File: config.mk
export PLATFORM = sky130hd
export DESIGN_NAME = cfs_md_tx_ctrl_flat
export DESIGN_NICKNAME = d
export VERILOG_FILES = /design/src/rtl/cfs_md_pkg.sv /design/src/rtl/cfs_md_tx_ctrl_if.sv /design/src/rtl/cfs_sat_cnt.sv /design/src/rtl/cfs_md_tx_ctrl.sv /design/src/flat_wrapper.sv
export SDC_FILE = /design/constraint.sdc
export NUM_CORES = 1
export LEC_CHECK = 0
export BUFFER_PORTS_ARGS = -buffer_cell sky130_fd_sc_hd__buf_4
export CORE_ASPECT_RATIO = 1.25
export CORE_MARGIN = 2
export CORE_UTILIZATION = 44
export CTS_CLUSTER_DIAMETER = 30
export DETAILED_ROUTE_END_ITERATION = 16
export PLACE_DENSITY = 0.75
export SKIP_CTS_REPAIR_TIMING = 1
export SYNTH_ARGS = -nofsm -noshare
export SYNTH_HDL_FRONTEND = slang
export SYNTH_SLANG_ARGS = --single-unit
File: constraint.sdc
create_clock -name clk -period 1.8 [get_ports clk]
set_clock_uncertainty 0.1 [all_clocks]
set_input_delay 0.09 -clock clk [delete_from_list [all_inputs] [get_ports clk]]
set_output_delay 0.09 -clock clk [all_outputs]
set_load 0.02 [all_outputs]
File: src/rtl/cfs_md_pkg.sv
// Shared types and width helpers for the MD TX controller.
// Width helpers evaluate at elaboration; legal() runs on every popped entry.
package cfs_md_pkg;

  typedef enum logic {
    ST_IDLE  = 1'b0,
    ST_DRIVE = 1'b1
  } tx_state_e;

  function automatic int off_w(input int bytes);
    return (bytes <= 1) ? 1 : $clog2(bytes);
  endfunction

  function automatic int size_w(input int bytes);
    return $clog2(bytes) + 1;
  endfunction

  function automatic int entry_w(input int data_width);
    return data_width + off_w(data_width / 8) + size_w(data_width / 8);
  endfunction

  // 32-bit operands keep offset+size from wrapping for any legal width.
  function automatic logic legal(input int unsigned offset,
                                 input int unsigned size,
                                 input int unsigned bytes);
    return (size != 0) && ((offset + size) <= bytes);
  endfunction

endpackage

File: src/rtl/cfs_md_tx_ctrl_if.sv
// MD TX valid/ready bus between the controller (master) and the MD slave.
interface cfs_md_tx_ctrl_if
  import cfs_md_pkg::*;
#(
  parameter int DATA_WIDTH = 32
) ();

  localparam int BYTES    = DATA_WIDTH / 8;
  localparam int OFFSET_W = off_w(BYTES);
  localparam int SIZE_W   = size_w(BYTES);

  logic                  md_tx_valid;
  logic [DATA_WIDTH-1:0] md_tx_data;
  logic [OFFSET_W-1:0]   md_tx_offset;
  logic [SIZE_W-1:0]     md_tx_size;
  logic                  md_tx_ready;
  logic                  md_tx_err;

  modport master (
    output md_tx_valid, md_tx_data, md_tx_offset, md_tx_size,
    input  md_tx_ready, md_tx_err
  );

  modport slave (
    input  md_tx_valid, md_tx_data, md_tx_offset, md_tx_size,
    output md_tx_ready, md_tx_err
  );

endinterface

File: src/rtl/cfs_sat_cnt.sv
// 8-bit saturating event counter; a clear wins over a same-cycle increment.
module cfs_sat_cnt (
  input  logic       clk,
  input  logic       reset,
  input  logic       i_inc,
  input  logic       i_clr,
  output logic [7:0] o_cnt
);

  logic [7:0] r_cnt;

  // NOTE: sequential state uses non-blocking assignments so every flop samples pre-edge values.
  always_ff @(posedge clk or posedge reset) begin
    if (reset) begin
      r_cnt <= '0;
    end else if (i_clr) begin
      r_cnt <= '0;
    end else if (i_inc && (r_cnt != 8'hFF)) begin
      r_cnt <= r_cnt + 8'd1;
    end
  end

  assign o_cnt = r_cnt;

endmodule

File: src/rtl/cfs_md_tx_ctrl.sv
// Pops {size, offset, data} entries from the sync FIFO and presents them on the MD TX bus,
// dropping illegal entries and tracking drops, slave errors and long stalls.
module cfs_md_tx_ctrl
  import cfs_md_pkg::*;
#(
  parameter int  DATA_WIDTH  = 32,
  parameter int  STALL_LIMIT = 64,
  localparam int BYTES       = DATA_WIDTH / 8,
  localparam int OFFSET_W    = off_w(BYTES),
  localparam int SIZE_W      = size_w(BYTES),
  localparam int ENTRY_W     = entry_w(DATA_WIDTH)
) (
  input  logic               clk,
  input  logic               reset,
  input  logic               enable,
  input  logic               pop_valid,
  input  logic [ENTRY_W-1:0] pop_data,
  output logic               pop_ready,
  cfs_md_tx_ctrl_if.master   md,
  input  logic               cnt_clr,
  output logic [7:0]         drop_cnt,
  output logic [7:0]         err_cnt,
  output logic               stall_flag,
  output logic               busy
);

  localparam int STALL_W = $clog2(STALL_LIMIT + 1);

  logic [DATA_WIDTH-1:0] w_data;
  logic [OFFSET_W-1:0]   w_offset;
  logic [SIZE_W-1:0]     w_size;
  logic                  w_idle;
  logic                  w_hs;
  logic                  w_pop;
  logic                  w_legal;
  logic                  w_take;
  logic                  w_drop;
  logic                  w_err_inc;

  tx_state_e             r_state;
  logic [DATA_WIDTH-1:0] r_data;
  logic [OFFSET_W-1:0]   r_offset;
  logic [SIZE_W-1:0]     r_size;
  logic [STALL_W-1:0]    r_stall_cnt;
  logic                  r_stall_flag;

  assign {w_size, w_offset, w_data} = pop_data;

  assign w_idle    = (r_state == ST_IDLE);
  assign w_hs      = !w_idle && md.md_tx_ready;
  assign pop_ready = enable && (w_idle || md.md_tx_ready);
  assign w_pop     = pop_valid && pop_ready;
  assign w_legal   = legal(32'(w_offset), 32'(w_size), 32'(BYTES));
  assign w_take    = w_pop && w_legal;
  assign w_drop    = w_pop && !w_legal;
  assign w_err_inc = w_hs && md.md_tx_err;

  // Payload only loads on a legal pop, so illegal entries never reach the bus.
  always_ff @(posedge clk or posedge reset) begin
    if (reset) begin
      r_state  <= ST_IDLE;
      r_data   <= '0;
      r_offset <= '0;
      r_size   <= '0;
    end else begin
      if (w_take) begin
        r_data   <= w_data;
        r_offset <= w_offset;
        r_size   <= w_size;
      end
      case (r_state)
        ST_IDLE:  if (w_take) r_state <= ST_DRIVE;
        ST_DRIVE: if (w_hs && !w_take) r_state <= ST_IDLE;
        default:  r_state <= ST_IDLE;
      endcase
    end
  end

  // The flag sets one edge after the counter saturates and stays until cleared.
  always_ff @(posedge clk or posedge reset) begin
    if (reset) begin
      r_stall_cnt  <= '0;
      r_stall_flag <= 1'b0;
    end else begin
      if (!w_idle && !md.md_tx_ready) begin
        if (r_stall_cnt != STALL_W'(STALL_LIMIT)) begin
          r_stall_cnt <= r_stall_cnt + STALL_W'(1);
        end
      end else begin
        r_stall_cnt <= '0;
      end
      if (cnt_clr) begin
        r_stall_flag <= 1'b0;
      end else if (r_stall_cnt == STALL_W'(STALL_LIMIT)) begin
        r_stall_flag <= 1'b1;
      end
    end
  end

  cfs_sat_cnt u_drop_cnt (
    .clk   (clk),
    .reset (reset),
    .i_inc (w_drop),
    .i_clr (cnt_clr),
    .o_cnt (drop_cnt)
  );

  cfs_sat_cnt u_err_cnt (
    .clk   (clk),
    .reset (reset),
    .i_inc (w_err_inc),
    .i_clr (cnt_clr),
    .o_cnt (err_cnt)
  );

  assign md.md_tx_valid  = !w_idle;
  assign md.md_tx_data   = r_data;
  assign md.md_tx_offset = r_offset;
  assign md.md_tx_size   = r_size;
  assign stall_flag      = r_stall_flag;
  assign busy            = !w_idle || w_pop;

endmodule

File: src/flat_wrapper.sv
// flat-port wrapper written by rule: the top's interface ports become plain ports
module cfs_md_tx_ctrl_flat import cfs_md_pkg::*;
#(
  parameter int  DATA_WIDTH  = 32,
  parameter int  STALL_LIMIT = 64,
  localparam int BYTES       = DATA_WIDTH / 8,
  localparam int OFFSET_W    = off_w(BYTES),
  localparam int SIZE_W      = size_w(BYTES),
  localparam int ENTRY_W     = entry_w(DATA_WIDTH)
)
  (clk, reset, enable, pop_valid, pop_data, pop_ready, cnt_clr, drop_cnt, err_cnt, stall_flag, busy, md_md_tx_valid, md_md_tx_data, md_md_tx_offset, md_md_tx_size, md_md_tx_ready, md_md_tx_err);
  cfs_md_tx_ctrl_if #(.DATA_WIDTH(DATA_WIDTH)) md_i ();
  input  logic clk;
  input  logic reset;
  input  logic enable;
  input  logic pop_valid;
  input  logic [ENTRY_W-1:0] pop_data;
  output logic pop_ready;
  input  logic cnt_clr;
  output logic [7:0] drop_cnt;
  output logic [7:0] err_cnt;
  output logic stall_flag;
  output logic busy;
  output wire logic [$bits(md_i.md_tx_valid)-1:0] md_md_tx_valid;
  output wire logic [$bits(md_i.md_tx_data)-1:0] md_md_tx_data;
  output wire logic [$bits(md_i.md_tx_offset)-1:0] md_md_tx_offset;
  output wire logic [$bits(md_i.md_tx_size)-1:0] md_md_tx_size;
  input wire logic [$bits(md_i.md_tx_ready)-1:0] md_md_tx_ready;
  input wire logic [$bits(md_i.md_tx_err)-1:0] md_md_tx_err;
  assign md_md_tx_valid = md_i.md_tx_valid;
  assign md_md_tx_data = md_i.md_tx_data;
  assign md_md_tx_offset = md_i.md_tx_offset;
  assign md_md_tx_size = md_i.md_tx_size;
  assign md_i.md_tx_ready = md_md_tx_ready;
  assign md_i.md_tx_err = md_md_tx_err;
  cfs_md_tx_ctrl #(.DATA_WIDTH(DATA_WIDTH), .STALL_LIMIT(STALL_LIMIT)) u_core (.clk(clk), .reset(reset), .enable(enable), .pop_valid(pop_valid), .pop_data(pop_data), .pop_ready(pop_ready), .md(md_i), .cnt_clr(cnt_clr), .drop_cnt(drop_cnt), .err_cnt(err_cnt), .stall_flag(stall_flag), .busy(busy));
endmodule
Word-level counts from Yosys, hierarchy flattened
Cells that the tools add are included.
Widths: inputs -> output; s select.
- register bits after elaboration: 62
- input bits: 44
- output and inout bits: 57
- logic and storage cells: 50
- add/sub/neg operators: 4
- magnitude comparators: 1
- eq/ne operators: 5
- muxes and demuxes: 11
- bitwise operators: 1
- reduce and logical (&&, ||, !) cells: 20
- operator list (cell ; number):
    $le 32x3->1 const B ; 1
    $mux 8 ; 4
    $add 8x1->8 const B ; 2
    $ne 8x8->1 const B ; 2
    $mux 7 ; 2
    $logic_and 1x1->1 ; 11
    $add 7x1->7 const B ; 1
    $eq 7x7->1 const B ; 1
    $ne 7x7->1 const B ; 1
    $reduce_bool 2->1 ; 3
    $add 2x3->4 ; 1
    $mux 1 ; 4
    $logic_not 1->1 ; 3
    $reduce_bool 3->1 ; 1
    $logic_or 1x1->1 ; 2
    $ne 2x2->1 const B ; 1
    $pmux 1 s2 ; 1
    $not 1->1 ; 1

Logic depth before layout (Yosys ltp)
- depth in word-level cells: 9
- mapped depth: 10

Modules after synthesis
Synthesis repeated with hierarchy kept, for this count alone.
- cells, all modules: 236
- area, all modules: 3044.2 um^2
- by module, submodules not included (module ; instances ; cells an instance ; area an instance (um^2) ; seq. area each (um^2)):
    cfs_md_tx_ctrl ; 1 ; 138 ; 2035.7 ; 1151.1
    cfs_sat_cnt ; 2 ; 49 ; 504.2 ; 200.2

Worst setup path after synthesis
No wires, ideal clock.
- path kind: input-to-reg
- start point: input port pop_data[32]
- end point: register u_core.r_data[10], in the netlist u_core.md.md_tx_data[10]
- library setup time: 128 ps
- data arrival time: 1926 ps
- required time: 1572 ps
- path slack: -354 ps
- cell stages on the path: 10
- path buffers: 2
- cells stage by stage: ha_1 inv_1 fa_1 nand2b_1 a211oi_2 a21o_2 nand3_1 buf_4 buf_6 mux2_1
- longest elaborated chain between the ends: 4
- RTL lines (what ; line ; RTL):
    from (decl) ; flat_wrapper.sv:17 ; input logic [ENTRY_W-1:0] pop_data;
    $add 2x3->4 ; cfs_md_pkg.sv:26 ; return (size != 0) && ((offset + size) <= bytes);
    $le 32x3->1 ; cfs_md_pkg.sv:26 ;
    $logic_and 1x1->1 ; cfs_md_pkg.sv:26 ;
    $logic_and 1x1->1 ; cfs_md_tx_ctrl.sv:54 ; assign w_take = w_pop && w_legal;
    to (signal assigned) ; cfs_md_tx_ctrl.sv:67 ; r_data <= w_data;
    to (decl) ; cfs_md_tx_ctrl.sv:41 ; logic [DATA_WIDTH-1:0] r_data;
No other way between the ends.
A chain may end at the register's enable or synchronous reset.

Worst setup path in the final report
- start point: input port pop_data[32]
- end point: register u_core.r_data[4], in the netlist u_core.md.md_tx_data[4]
Same word-level chain as after synthesis.

==> flow_metrics.py <==
metrics = {
    "drt": {
        "post_drt_wl_per_cell_um": 16.49,
        "wl_um": 8147,
        "drt_first_pass_iters": 4,
        "detail_route.iter0.violations": 94,
        "routed_via_density": 4.931,
        "drc": 0,
        "drtAntennaViolNets": 0,
        "vias": 2436,
    },
    "timing": {
        "period_share_pct": 107.7,
        "worst_pin_slew_ns": 0.6292,
        "period_needed_ns": 1.938,
        "setup_viol": 41,
        "slew_violations": 0,
        "fmax_mhz": 516.0,
        "hold_viol": 0,
        "grt_setup_unrepaired": "yes",
        "hold_ws_ns": 0.09925,
        "worst_slack_ns": -0.1380,
        "relSlewSlack_pct": 57.99,
        "finalSetupTns_ns": -3.900,
    },
    "final_layout": {
        "layout_common_cells": "buf_4 (127), dfrtp_1 (59), dlygate4sd3_1 (39), mux2_2 (19), nor2_1 (18)",
        "multiInputGateArea_mm2": 0.001292,
        "final_common_cell": "buf_4",
        "seq_area_mm2": 0.001555,
        "utilization_pct": 76.45,
        "antenna_cells": 0,
        "syn_to_final_growth_pct": 68.76,
        "final_net_count": 455,
        "instances_no_fill": 494,
        "final_layout_size_suffix_gt1_share_pct": 51.59,
        "fillers": 401,
    },
    "place": {
        "dp.cells": 435,
        "dp_slack_ns": -0.3784,
        "numPortBuffers": 100,
        "dpl.hpwl_um": 4835,
        "routabilityCongestion": 0.8172,
    },
    "power_and_ir_drop": {
        "powerDensity_mw_per_mm2": 937.0,
        "p_leak_nw": 2.198,
        "vdd_drop_max_mv": 0.7683,
    },
    "clock_network": {
        "root_buffer": "clkbuf_8",
        "htreeDepth": 3,
        "clock_latency_ns": 0.34,
        "clk_pin_slew_ns": 0.07,
        "cts_num_sinks": 62,
        "cts_tree": "built",
        "clockBufferDepth": 2,
        "numCtsBuffers": 9,
    },
    "synth": {
        "synth_seq_area_share_pct": 55.91,
        "synth_cell_types": 36,
        "synth_cells": 225,
        "synthesis.area_mm2": 0.002775,
        "synthArstFlopShare_pct": 100.0,
        "synthFlopType": "dfrtp_1",
        "syn_nets": 276,
        "syn_avg_cell_area_um2": 12.33,
        "synth_edf_count": 0,
        "ys_seq_elements": 62,
        "synth_warnings": 0,
    },
    "critical_path": {
        "critical_path.slowest_cell": "fa_1",
        "worstSetupPathType": "in -> reg",
        "critPathMostFrequentCell": "buf_8",
        "crit_chain": "buf_8 -> ha_4 -> inv_2 -> fa_1 -> nand2b_1 -> a211oi_2 -> a21o_2 -> nand3_4 -> buf_8 -> mux2_1",
        "worstSetupEndpointType": "flip-flop",
        "worst-path-max-fanout": 11,
        "critPathLaunchType": "primary input",
        "worst_ep_arrival_time_ns": 2.05,
        "crit_path_max_incr_delay_ns": 0.51,
        "crit_required_ns": 1.91,
    },
    "min_path": {
        "hold_class": "in -> reg",
    },
    "global_route": {
        "grt_max_degree": 36,
        "antenna_found_initial": 0,
        "track_usage_pct": 19.89,
        "grt_pass1_vias": 2280,
        "grt_pass1_wl_um": 10480,
        "grt.overflow.total": 0,
    },
    "floorplan": {
        "core-area_mm2": 0.006126,
        "std_cell_rows": 32,
        "chipWidth_um": 75.04,
        "die_area_mm2": 0.006963,
        "ios": 101,
        "die_y_um": 92.79,
        "start_util_pct": 45.30,
    },
    "flow_run": {
        "drv_cap": 0,
    },
    "run_status": {
        "status": "finished with violations",
        "violations": "negative setup slack",
    },
}
## worst max-delay path, delay by kind of cell
family                     cells  cell delay [ns]
AOI/OAI and AO/OA              2             0.44
adders and majority gates      2             0.64
buffers and inverters          3             0.31
muxes                          1             0.33
and+or+nand+nor                2             0.24
## through the flow
stage	total power, mW	instance area [um^2]
after floorplan	2.419	2844
after global placement	2.987	3905
after detailed placement	3.027	3905
after CTS	4.213	4095
after global routing	4.587	4683
final	4.388	4683
## power by group
group / leakage, nW / internal (mW) / switching, mW
logic: 1.33 / 0.731 / 0.670
clock network: 0.0883 / 0.634 / 0.554
registers: 0.783 / 1.64 / 0.156
total: 2.20 / 3.01 / 1.38
## routing by layer
layer	part of all wire [%]	wire length [um]	up-vias	track usage, %
met4	2.3	184	0	7.887
met3	4.4	362	15	5.767
met2	57	4643	67	32.97
met5	0	0	-	0
met1	36	2956	1208	23.78
li1	-	-	1146	-
## cell families (layout without fill, tap and decap cells)
family	Yosys count	after routing	synth area share, %
compound gates	27	27	6.537
xor+xnor	10	10	3.156
fa+ha+maj	7	7	3.426
buf+inv	18	202	3.426
flops	62	62	55.91
mux	39	39	15.78
simple gates	62	62	11.77
## sequential cells by signal, indices dropped and copies added, names as in the netlist
| register | cells |
|---|---|
| u_core.md.md_tx_valid | 1 |
| u_core.md.md_tx_offset | 2 |
| u_core.r_stall_cnt | 7 |
| u_core.u_drop_cnt.o_cnt | 8 |
| u_core.md.md_tx_size | 3 |
| u_core.u_err_cnt.o_cnt | 8 |
| u_core.md.md_tx_data | 32 |
| u_core.stall_flag | 1 |
## worst paths after layout
kind,from,end,slack (ns),cells after the start
worst max register to register,u_core.u_drop_cnt.o_cnt[0],u_core.u_drop_cnt.o_cnt[5],-0.10,6
worst max-delay path,pop_data[32],u_core.md.md_tx_data[4],-0.14,10
min in group asynchronous,reset,u_core.md.md_tx_data[9],0.30,3
worst min register to register,u_core.md.md_tx_data[1],u_core.md.md_tx_data[1],0.40,1
worst min-delay path,md_md_tx_err,u_core.u_err_cnt.o_cnt[4],0.1,4
max in group asynchronous,reset,u_core.u_drop_cnt.o_cnt[1],0.67,4
## layout make-up
type	count	share of cell area, %
well taps	85	2.271
inverters	11	0.8816
flip-flops and latches	62	33.21
clock buffers	10	2.725
clock inverters	6	1.336
multi-input cells	145	27.60
repair buffers	175	31.98
## Yosys cell counts (3+ instances only)
library cell | instances | area, um^2
mux2_2 | 19 | 214.0
xor2_1 | 3 | 26.28
ha_1 | 6 | 75.07
a21oi_1 | 12 | 60.06
inv_1 | 11 | 41.29
o21ai_0 | 5 | 25.02
nand2_1 | 9 | 33.78
buf_6 | 3 | 33.78
or4_1 | 4 | 30.03
nor2_1 | 19 | 71.32
dfrtp_1 | 62 | 1551
xnor2_1 | 7 | 61.31
nor3_1 | 3 | 15.01
or3_1 | 4 | 25.02
o31ai_1 | 4 | 30.03
nand3_1 | 12 | 60.06
mux2_1 | 19 | 214.0
Power figures use the tool's default switching activity.
